--- config.mk ---
export PLATFORM = sky130hd
export DESIGN_NAME = video_timing_gen
export DESIGN_NICKNAME = d
export VERILOG_FILES = /design/src/rtl/video_timing_gen.sv
export SDC_FILE = /design/constraint.sdc
export NUM_CORES = 1
export LEC_CHECK = 0
export BUFFER_PORTS_ARGS = -buffer_cell sky130_fd_sc_hd__buf_2
export CORE_AREA = 2 2 183 185
export DETAILED_ROUTE_END_ITERATION = 8
export DIE_AREA = 0 0 185 187
export PLACE_DENSITY = 0.7
export SLEW_MARGIN = 20
export SYNTH_ARGS = -nofsm -noshare
export SYNTH_HDL_FRONTEND = slang
export SYNTH_SLANG_ARGS = --single-unit
--- constraint.sdc ---
create_clock -name clk -period 4.97 [get_ports clk]
set_input_delay 0.2485 -clock clk [delete_from_list [all_inputs] [get_ports clk]]
set_output_delay 0.2485 -clock clk [all_outputs]
set_load 0.01 [all_outputs]
--- src/rtl/video_timing_gen.sv ---
// Programmable raster timing generator: H/V counters, sync, data-enable and
// frame markers, with a double-buffered config that only takes effect at a frame boundary.
module video_timing_gen #(
  parameter int unsigned H_W = 16,
  parameter int unsigned V_W = 13,
  parameter int unsigned F_W = 16
) (
  input  logic           clk,
  input  logic           rst_n,
  input  logic           en,
  input  logic           cfg_load,
  input  logic [H_W-1:0] cfg_h_total,
  input  logic [H_W-1:0] cfg_h_sync,
  input  logic [H_W-1:0] cfg_h_act_start,
  input  logic [H_W-1:0] cfg_h_act_end,
  input  logic [V_W-1:0] cfg_v_total,
  input  logic [V_W-1:0] cfg_v_sync,
  input  logic [V_W-1:0] cfg_v_act_start,
  input  logic [V_W-1:0] cfg_v_act_end,
  input  logic [1:0]     cfg_pol,
  output logic           hd,
  output logic           vd,
  output logic           de,
  output logic [H_W-1:0] h_cnt,
  output logic [V_W-1:0] v_cnt,
  output logic           sof,
  output logic           eol,
  output logic [F_W-1:0] frame_cnt,
  output logic           cfg_err
);

  typedef enum logic {S_IDLE, S_RUN} state_t;

  typedef struct packed {
    logic [H_W-1:0] h_total;
    logic [H_W-1:0] h_sync;
    logic [H_W-1:0] h_act_start;
    logic [H_W-1:0] h_act_end;
    logic [V_W-1:0] v_total;
    logic [V_W-1:0] v_sync;
    logic [V_W-1:0] v_act_start;
    logic [V_W-1:0] v_act_end;
    logic [1:0]     pol;
  } cfg_t;

  localparam cfg_t CFG_DEFAULT = '{
    h_total:     H_W'(63),
    h_sync:      H_W'(6),
    h_act_start: H_W'(7),
    h_act_end:   H_W'(63),
    v_total:     V_W'(31),
    v_sync:      V_W'(1),
    v_act_start: V_W'(1),
    v_act_end:   V_W'(31),
    pol:         2'b00
  };

  state_t         state_q, state_d;
  cfg_t           act_q, act_d;
  cfg_t           pend_q, pend_d;
  logic           pend_valid_q, pend_valid_d;
  logic [H_W-1:0] h_cnt_q, h_cnt_d;
  logic [V_W-1:0] v_cnt_q, v_cnt_d;
  logic [F_W-1:0] frame_cnt_q, frame_cnt_d;
  logic           hd_q, hd_d;
  logic           vd_q, vd_d;
  logic           de_q, de_d;
  logic           sof_q, sof_d;
  logic           eol_q, eol_d;
  logic           cfg_err_q, cfg_err_d;

  cfg_t cfg_in;
  logic load_ok;
  logic line_end;
  logic frame_end;
  logic apply;

  always_comb begin
    state_d      = state_q;
    act_d        = act_q;
    pend_d       = pend_q;
    pend_valid_d = pend_valid_q;
    h_cnt_d      = h_cnt_q;
    v_cnt_d      = v_cnt_q;
    frame_cnt_d  = frame_cnt_q;
    cfg_err_d    = cfg_err_q;

    cfg_in = '{
      h_total:     cfg_h_total,
      h_sync:      cfg_h_sync,
      h_act_start: cfg_h_act_start,
      h_act_end:   cfg_h_act_end,
      v_total:     cfg_v_total,
      v_sync:      cfg_v_sync,
      v_act_start: cfg_v_act_start,
      v_act_end:   cfg_v_act_end,
      pol:         cfg_pol
    };

    load_ok = (cfg_in.h_total >= H_W'(1)) && (cfg_in.v_total >= V_W'(1)) &&
              (cfg_in.h_sync <= cfg_in.h_total) && (cfg_in.v_sync <= cfg_in.v_total) &&
              (cfg_in.h_act_start <= cfg_in.h_act_end) && (cfg_in.h_act_end <= cfg_in.h_total) &&
              (cfg_in.v_act_start <= cfg_in.v_act_end) && (cfg_in.v_act_end <= cfg_in.v_total);

    line_end  = (h_cnt_q == act_q.h_total);
    frame_end = line_end && (v_cnt_q == act_q.v_total);
    apply     = pend_valid_q && ((state_q == S_IDLE) || frame_end);

    // The applied config is the old pending one; a same-cycle load becomes the next pending.
    if (apply) begin
      act_d        = pend_q;
      pend_valid_d = 1'b0;
    end
    if (cfg_load) begin
      cfg_err_d = !load_ok;
      if (load_ok) begin
        pend_d       = cfg_in;
        pend_valid_d = 1'b1;
      end
    end

    state_d = en ? S_RUN : S_IDLE;
    if (!en || (state_q == S_IDLE)) begin
      h_cnt_d = '0;
      v_cnt_d = '0;
    end else if (line_end) begin
      h_cnt_d = '0;
      if (frame_end) begin
        v_cnt_d     = '0;
        frame_cnt_d = frame_cnt_q + F_W'(1);
      end else begin
        v_cnt_d = v_cnt_q + V_W'(1);
      end
    end else begin
      h_cnt_d = h_cnt_q + H_W'(1);
    end

    // Decodes are taken from next-cycle counters and config so they register in step with them.
    hd_d  = (en && (h_cnt_d < act_d.h_sync)) ^ act_d.pol[0];
    vd_d  = (en && (v_cnt_d < act_d.v_sync)) ^ act_d.pol[1];
    de_d  = en &&
            (h_cnt_d >= act_d.h_act_start) && (h_cnt_d <= act_d.h_act_end) &&
            (v_cnt_d >= act_d.v_act_start) && (v_cnt_d <= act_d.v_act_end);
    sof_d = en && (h_cnt_d == '0) && (v_cnt_d == '0);
    eol_d = en && (h_cnt_d == act_d.h_total);
  end

  always_ff @(posedge clk or negedge rst_n) begin
    if (!rst_n) begin
      state_q      <= S_IDLE;
      act_q        <= CFG_DEFAULT;
      pend_q       <= CFG_DEFAULT;
      pend_valid_q <= 1'b0;
      h_cnt_q      <= '0;
      v_cnt_q      <= '0;
      frame_cnt_q  <= '0;
      hd_q         <= CFG_DEFAULT.pol[0];
      vd_q         <= CFG_DEFAULT.pol[1];
      de_q         <= 1'b0;
      sof_q        <= 1'b0;
      eol_q        <= 1'b0;
      cfg_err_q    <= 1'b0;
    end else begin
      state_q      <= state_d;
      act_q        <= act_d;
      pend_q       <= pend_d;
      pend_valid_q <= pend_valid_d;
      h_cnt_q      <= h_cnt_d;
      v_cnt_q      <= v_cnt_d;
      frame_cnt_q  <= frame_cnt_d;
      hd_q         <= hd_d;
      vd_q         <= vd_d;
      de_q         <= de_d;
      sof_q        <= sof_d;
      eol_q        <= eol_d;
      cfg_err_q    <= cfg_err_d;
    end
  end

  assign hd        = hd_q;
  assign vd        = vd_q;
  assign de        = de_q;
  assign h_cnt     = h_cnt_q;
  assign v_cnt     = v_cnt_q;
  assign sof       = sof_q;
  assign eol       = eol_q;
  assign frame_cnt = frame_cnt_q;
  assign cfg_err   = cfg_err_q;

endmodule

==> impl_metrics.ini, run 1 <==
[run_status]
outcome = complete, no violations

[setup_path]
required_arrival_time_at_the_worst_endpoint_ns = 5.44
register_to_register_path_setup_slack_ns = 0.74
worstSetupEndpointType = flop
timing.critical_path.fanout_max = 24
worstReg2RegEnd = hd
crit_slowest_cell = a21oi_4
reg2reg_from = h_cnt[0]
maximum_single_stage_delay_on_the_critical_path_ns = 0.61
type_of_origin_of_the_critical_path = flop
arrival_ns = 4.70
crit_type = reg -> reg
worst_r2r_path_depth = 15
timing.critical_path.cells = xor2_1, nor4_2, and4_4, a21oi_4, buf_4, mux2_2, inv_1, ha_1, a21oi_1, o22ai_1, o21ai_0, nand2_1, a211o_1, a21oi_1, xor2_1

[power_and_ir_drop]
power_density_mw_per_mm2 = 428
total_power_mw = 8.47
power.leakage_nw = 10.5
vdd_ir_drop_max_mv = 0.334

[placed_design]
globalplace.congestion = 0.942
placedCellCount = 2020
place_worst_setup_slack_ns = 0.752
post-dp-hpwl_um = 31100
number_of_port_buffers = 172
placed_cell_area_mm2 = 0.0175

[global_routing]
grt_usage_pct = 24.7
maximum_number_of_pins_on_one_net_before_global_route_repair = 143
grt_pass1_wl_um = 66600
grt_antenna_before_repair = 0
grt_pass1_vias = 12300
globalRouteOverflowTotal = 0

[floorplan]
die_w_um = 185
start_util_pct = 49.1
die_area_mm2 = 0.0346
die_h_um = 187
core_mm2 = 0.0329
num_io_pins = 173
floorplan.rows = 67

[sta]
max-slew-margin-rel_pct = 40.6
whs_ns = 0.0173
rsz0062_at_grt = false
timing.final.setup_violations = 0
tightest_slew_ns = 0.891
clock-skew-final_ns = 0.0151
tns_ns = 0
min_period_over_period_pct = 85.1
achievable_clock_frequency_mhz = 236
period_needed_ns = 4.23
finalHoldViolations = 0
finalMaxSlewViolations = 0
timing.final.ws_setup_ns = 0.741

[synthesis]
yosys.cell_types.count = 56
yosys_register_bits = 289
synth_top_cells_by_area = dfrtp_1, ha_1, mux2_2
synthDominantAreaCellType = dfrtp_1
synth_top_family_by_area = multiplexers
yosys_warnings = 0
syn_nets = 1712
netlist_area_mm2 = 0.0161
synth-compound-area-share_pct = 6.69
post_synth_xor_area_fraction_pct = 4.61
synth_commonest_cells = dfrtp_1, ha_1, inv_1
cell_with_the_most_instances_after_synthesis = dfrtp_1
fraction_of_registers_with_async_set_or_reset_after_synthesis_pct = 100
top_cell_type_s_share_of_synthesized_area_pct = 35.8
synthesized_area_per_cell_um2 = 11.4
syn-instance-count = 1415
ys.flop_type = dfrtp_1
synth_enable_flop_cells = 0
seq_area_frac_synth_pct = 45.2
synth_simple_gate_area_share_pct = 8.84
yosys.area_share.adder_pct = 13.6
yosys-mux-area-fraction_pct = 15.9

[finish]
final_nets = 2016
fin_area_mm2 = 0.0198
final_layout_size_suffix_gt1_share_pct = 26.6
antenna_cells_inserted = 0
syn_to_final_growth_pct = 22.5
postLayoutCoreUtil_pct = 60.2
final_cells = 2192

[routing]
wirelength_um = 42000
drt_pass1_iterations = 5
dr.first_iter.drc_count = 665
post_detailed_route_drc_marker_count = 0
drt-vias-per-instance = 5.42
dr_total_vias = 11900
route.antenna.remaining_nets = 0
post_drt_wl_per_cell_um = 19.2

[clock_tree]
cts_root_buf = clkbuf_16
cts_hold_repair.buffers = 113
post_cts.resized_instances = 0
cts-buffers-inserted = 31
clock_latency_late_sink_ns = 0.57
cts_num_sinks = 289
clockBufferDepth = 3
post_cts_buffers = 0
tritoncts = built
clock_tree.htree_level_count = 1
path_clk_slew_ns = 0.06

[hold_path]
min_delay_path_depth = 2
hold_class = in -> reg
min_from = cfg_h_act_end[4]
worst_hold_path.endpoint = pend_q[58]

[flow_run]
cap_violations = 0
report_power, final:
part | total, mW | leakage [nW] | switching [mW] | internal [mW]
Sequential | 3.83 | 3.55 | 0.448 | 3.38
Clock | 2.44 | 0.543 | 0.962 | 1.48
Combinational | 2.19 | 6.40 | 1.05 | 1.14
Total | 8.47 | 10.5 | 2.46 | 6.01
cells in the final DEF (no fill, tap or decap), types with 4 or more instances in the layout:
master,count
dfrtp_1,231
ha_1,175
buf_2,171
inv_1,158
mux2_2,144
dlygate4sd3_1,114
mux2i_1,79
dfstp_2,58
nor2_1,57
nand2_1,48
xor2_1,46
a21oi_1,40
xnor2_1,39
nand4_1,34
nand3_1,32
o21ai_0,32
clkbuf_16,31
a21o_1,29
nor3_1,22
buf_4,21
o21a_1,19
nor2b_1,17
nor4_1,16
mux2_1,12
clkinv_2,9
nand2b_1,7
and4_1,7
and3_1,7
a211o_1,7
a211oi_1,7
o211ai_1,6
a31oi_1,5
clkbuf_8,5
clkbuf_1,5
bufinv_16,5
nor4_2,4
o21bai_1,4
area by class of cell:
class	count	area, µm²
clock inverters	17	221
inverters	158	593
multi-input cells	930	8020
repair buffers	309	2210
well taps	448	561
flip-flops and latches	289	7300
fillers	2714	13100
clock buffers	41	863
registers in the layout, summed over array words and instances, names as in the netlist, 13 cells and up:
register,cells
frame_cnt,16
pend_q,118
v_cnt,13
act_q,118
h_cnt,16
kinds of logic after synthesis:
| logic type | Yosys count |
|---|---|
| xor gates and xnor gates | 85 |
| and+or+nand+nor | 268 |
| adders and majority gates | 175 |
| AOI/OAI and AO/OA | 166 |
| buffers and inverters | 196 |
| DFF | 289 |
| muxes | 236 |
worst max-delay path, delay by kind of cell (launching register included):
family          cells  cell delay (ns)
fa+ha+maj           1             0.23
mux                 1             0.40
simple gates        3             0.38
buf+inv             2             0.58
compound gates      6             1.51
flops               1             0.59
xor+xnor            2             0.44
metal layers:
| layer | part of all wire, % | global-route usage, % |
|---|---|---|
| met1 | 45 | 34.0 |
| met2 | 47 | 40.3 |
| met3 | 4.7 | 3.19 |
| met4 | 3.3 | 8.09 |
| met5 | 0 | 0 |
worst max-delay path by stage:
stage | from | end | cells past startpoint
2_1_floorplan | h_cnt[0] | de | 20
3_3_place_gp | h_cnt[11] | hd | 15
3_5_place_dp | h_cnt[0] | de | 16
4_1_cts | h_cnt[0] | hd | 15
5_1_grt | h_cnt[0] | de | 16
6_report | h_cnt[0] | hd | 15
(Power assumes the default switching activity.)
==> run 2: changes to the inputs <==
RECOVER_POWER = 25   (was unset)
==> run 2 against run 1 <==
The flow now finishes with violations (capacitance limit, slew limit). Via count is 0.13% higher. Worst setup slack worse by 0.016 ns. Flip-flop and latch count stayed put. Critical path depth stayed put. Highest routed layer unchanged.
==> impl_metrics.ini, run 2 (synthesis results as in run 1) <==
[routing]
drt-vias-per-instance = 5.42
wirelength_um = 42100
post_drt_wl_per_cell_um = 19.2
dr.first_iter.drc_count = 602
route.antenna.remaining_nets = 0
dr_total_vias = 11900
drt_pass1_iterations = 5
post_detailed_route_drc_marker_count = 0

[floorplan]
core_mm2 = 0.0329
die_h_um = 187
die_area_mm2 = 0.0346
start_util_pct = 49.1
die_w_um = 185
num_io_pins = 173
floorplan.rows = 67

[global_routing]
grt_pass1_vias = 12300
grt_usage_pct = 24.7
globalRouteOverflowTotal = 0
grt_antenna_before_repair = 0
grt_pass1_wl_um = 66600
maximum_number_of_pins_on_one_net_before_global_route_repair = 143

[sta]
finalHoldViolations = 0
tns_ns = 0
timing.final.setup_violations = 0
tightest_slew_ns = 2.79
achievable_clock_frequency_mhz = 236
rsz0062_at_grt = false
period_needed_ns = 4.24
finalMaxSlewViolations = 105
clock-skew-final_ns = 0.0138
min_period_over_period_pct = 85.4
max-slew-margin-rel_pct = -85.8

[finish]
layout.filler_cells = 2744
antenna_cells_inserted = 0
final_cells = 2192
reg.largest.list = act_q x118, pend_q x118
final_nets = 2016
final_layout_size_suffix_gt1_share_pct = 23.7
final_common_cell = dfrtp_1
mostFrequentLayoutCells = dfrtp_1, ha_1, inv_1, mux2_2, buf_2
postLayoutCoreUtil_pct = 59.9
syn_to_final_growth_pct = 22.0

[setup_path]
critical_path.startpoint = h_cnt[0]
crit_type = reg -> reg
arrival_ns = 4.71
worstSetupEndpointType = flop
reg2reg_from = h_cnt[0]
timing.critical_path.fanout_max = 16
type_of_origin_of_the_critical_path = flop
required_arrival_time_at_the_worst_endpoint_ns = 5.44

[placed_design]
globalplace.congestion = 0.942
placedCellCount = 2020
post-dp-hpwl_um = 31100
number_of_port_buffers = 172

[flow_run]
cap_violations = 1

[power_and_ir_drop]
power.leakage_nw = 10.3
vdd_ir_drop_max_mv = 0.332
power_density_mw_per_mm2 = 429

[clock_tree]
cts-buffers-inserted = 31
clock_latency_late_sink_ns = 0.56
path_clk_slew_ns = 0.06
cts_root_buf = clkbuf_16
tritoncts = built
clock_tree.htree_level_count = 1
cts_num_sinks = 289
clockBufferDepth = 3

[hold_path]
min_from = cfg_h_act_end[4]
hold_class = in -> reg

[run_status]
outcome = finished, violations left
violations = capacitance limit, slew limit
-- run 2: report_power, final --
part	total (mW)	switching, mW	internal [mW]	leakage [nW]
Combinational	2.19	1.05	1.14	6.18
Sequential	3.83	0.449	3.39	3.55
Clock	2.44	0.959	1.48	0.543
-- run 2: layout make-up --
class                   count  area, µm²  share of cell area [%]
multi-input cells         930       8020                    40.7
flip-flops and latches    289       7300                    37.1
repair buffers            309       2130                    10.8
clock buffers              41        863                    4.38
inverters                 158        593                    3.01
well taps                 448        561                    2.85
clock inverters            17        221                    1.12
-- run 2: worst paths after layout --
check | slack (ns) | cells after the start | endpoint
max in group asynchronous | 1.64 | 3 | act_q[115]
min in group asynchronous | 1.07 | 2 | pend_q[81]
worst max register to register | 0.73 | 15 | hd
worst max-delay path | 0.73 | 15 | hd
worst min register to register | 0.48 | 1 | frame_cnt[15]
worst min-delay path | 0.02 | 2 | pend_q[58]
-- run 2: timing repair --
item                       4_1_cts  5_1_grt
resized for setup                0        0
hold buffers                   113        1
setup endpoints to repair        0        0
hold endpoints to repair       202        1
buffers inserted                 0        0
-- run 2: metrics by stage --
stage	instance area, µm²	hold WS [ns]	total power, mW	worst slack, ns
after floorplan	16100	-0.0471	5.30	1.02
after global placement	17500	0.345	5.85	0.774
after detailed placement	17500	0.348	5.97	0.752
after CTS	19800	0.00156	8.51	0.727
after global routing	19700	0.0174	8.99	0.416
final	19700	0.0177	8.46	0.725
-- run 2: critical path, stage by stage (launching register included) --
cell      delay [ns]
dfrtp_1         0.59
xor2_1          0.23
nor4_2          0.08
nand4_1         0.10
buf_4           0.22
nand3_1         0.51
nor2_1          0.81
ha_1            0.38
a21o_1          0.16
a21o_1          0.16
a21oi_1         0.13
o21ai_0         0.11
nand3_1         0.10
nand4b_1        0.11
a21oi_1         0.24
xor2_1          0.21
-- run 2: metal layers --
metal	global-route usage (%)	up-vias	wire length [µm]
li1	-	5583	-
met1	34.0	5893	19100
met2	40.3	318	19700
met3	3.19	94	1790
met4	8.09	0	1400
met5	0	-	0
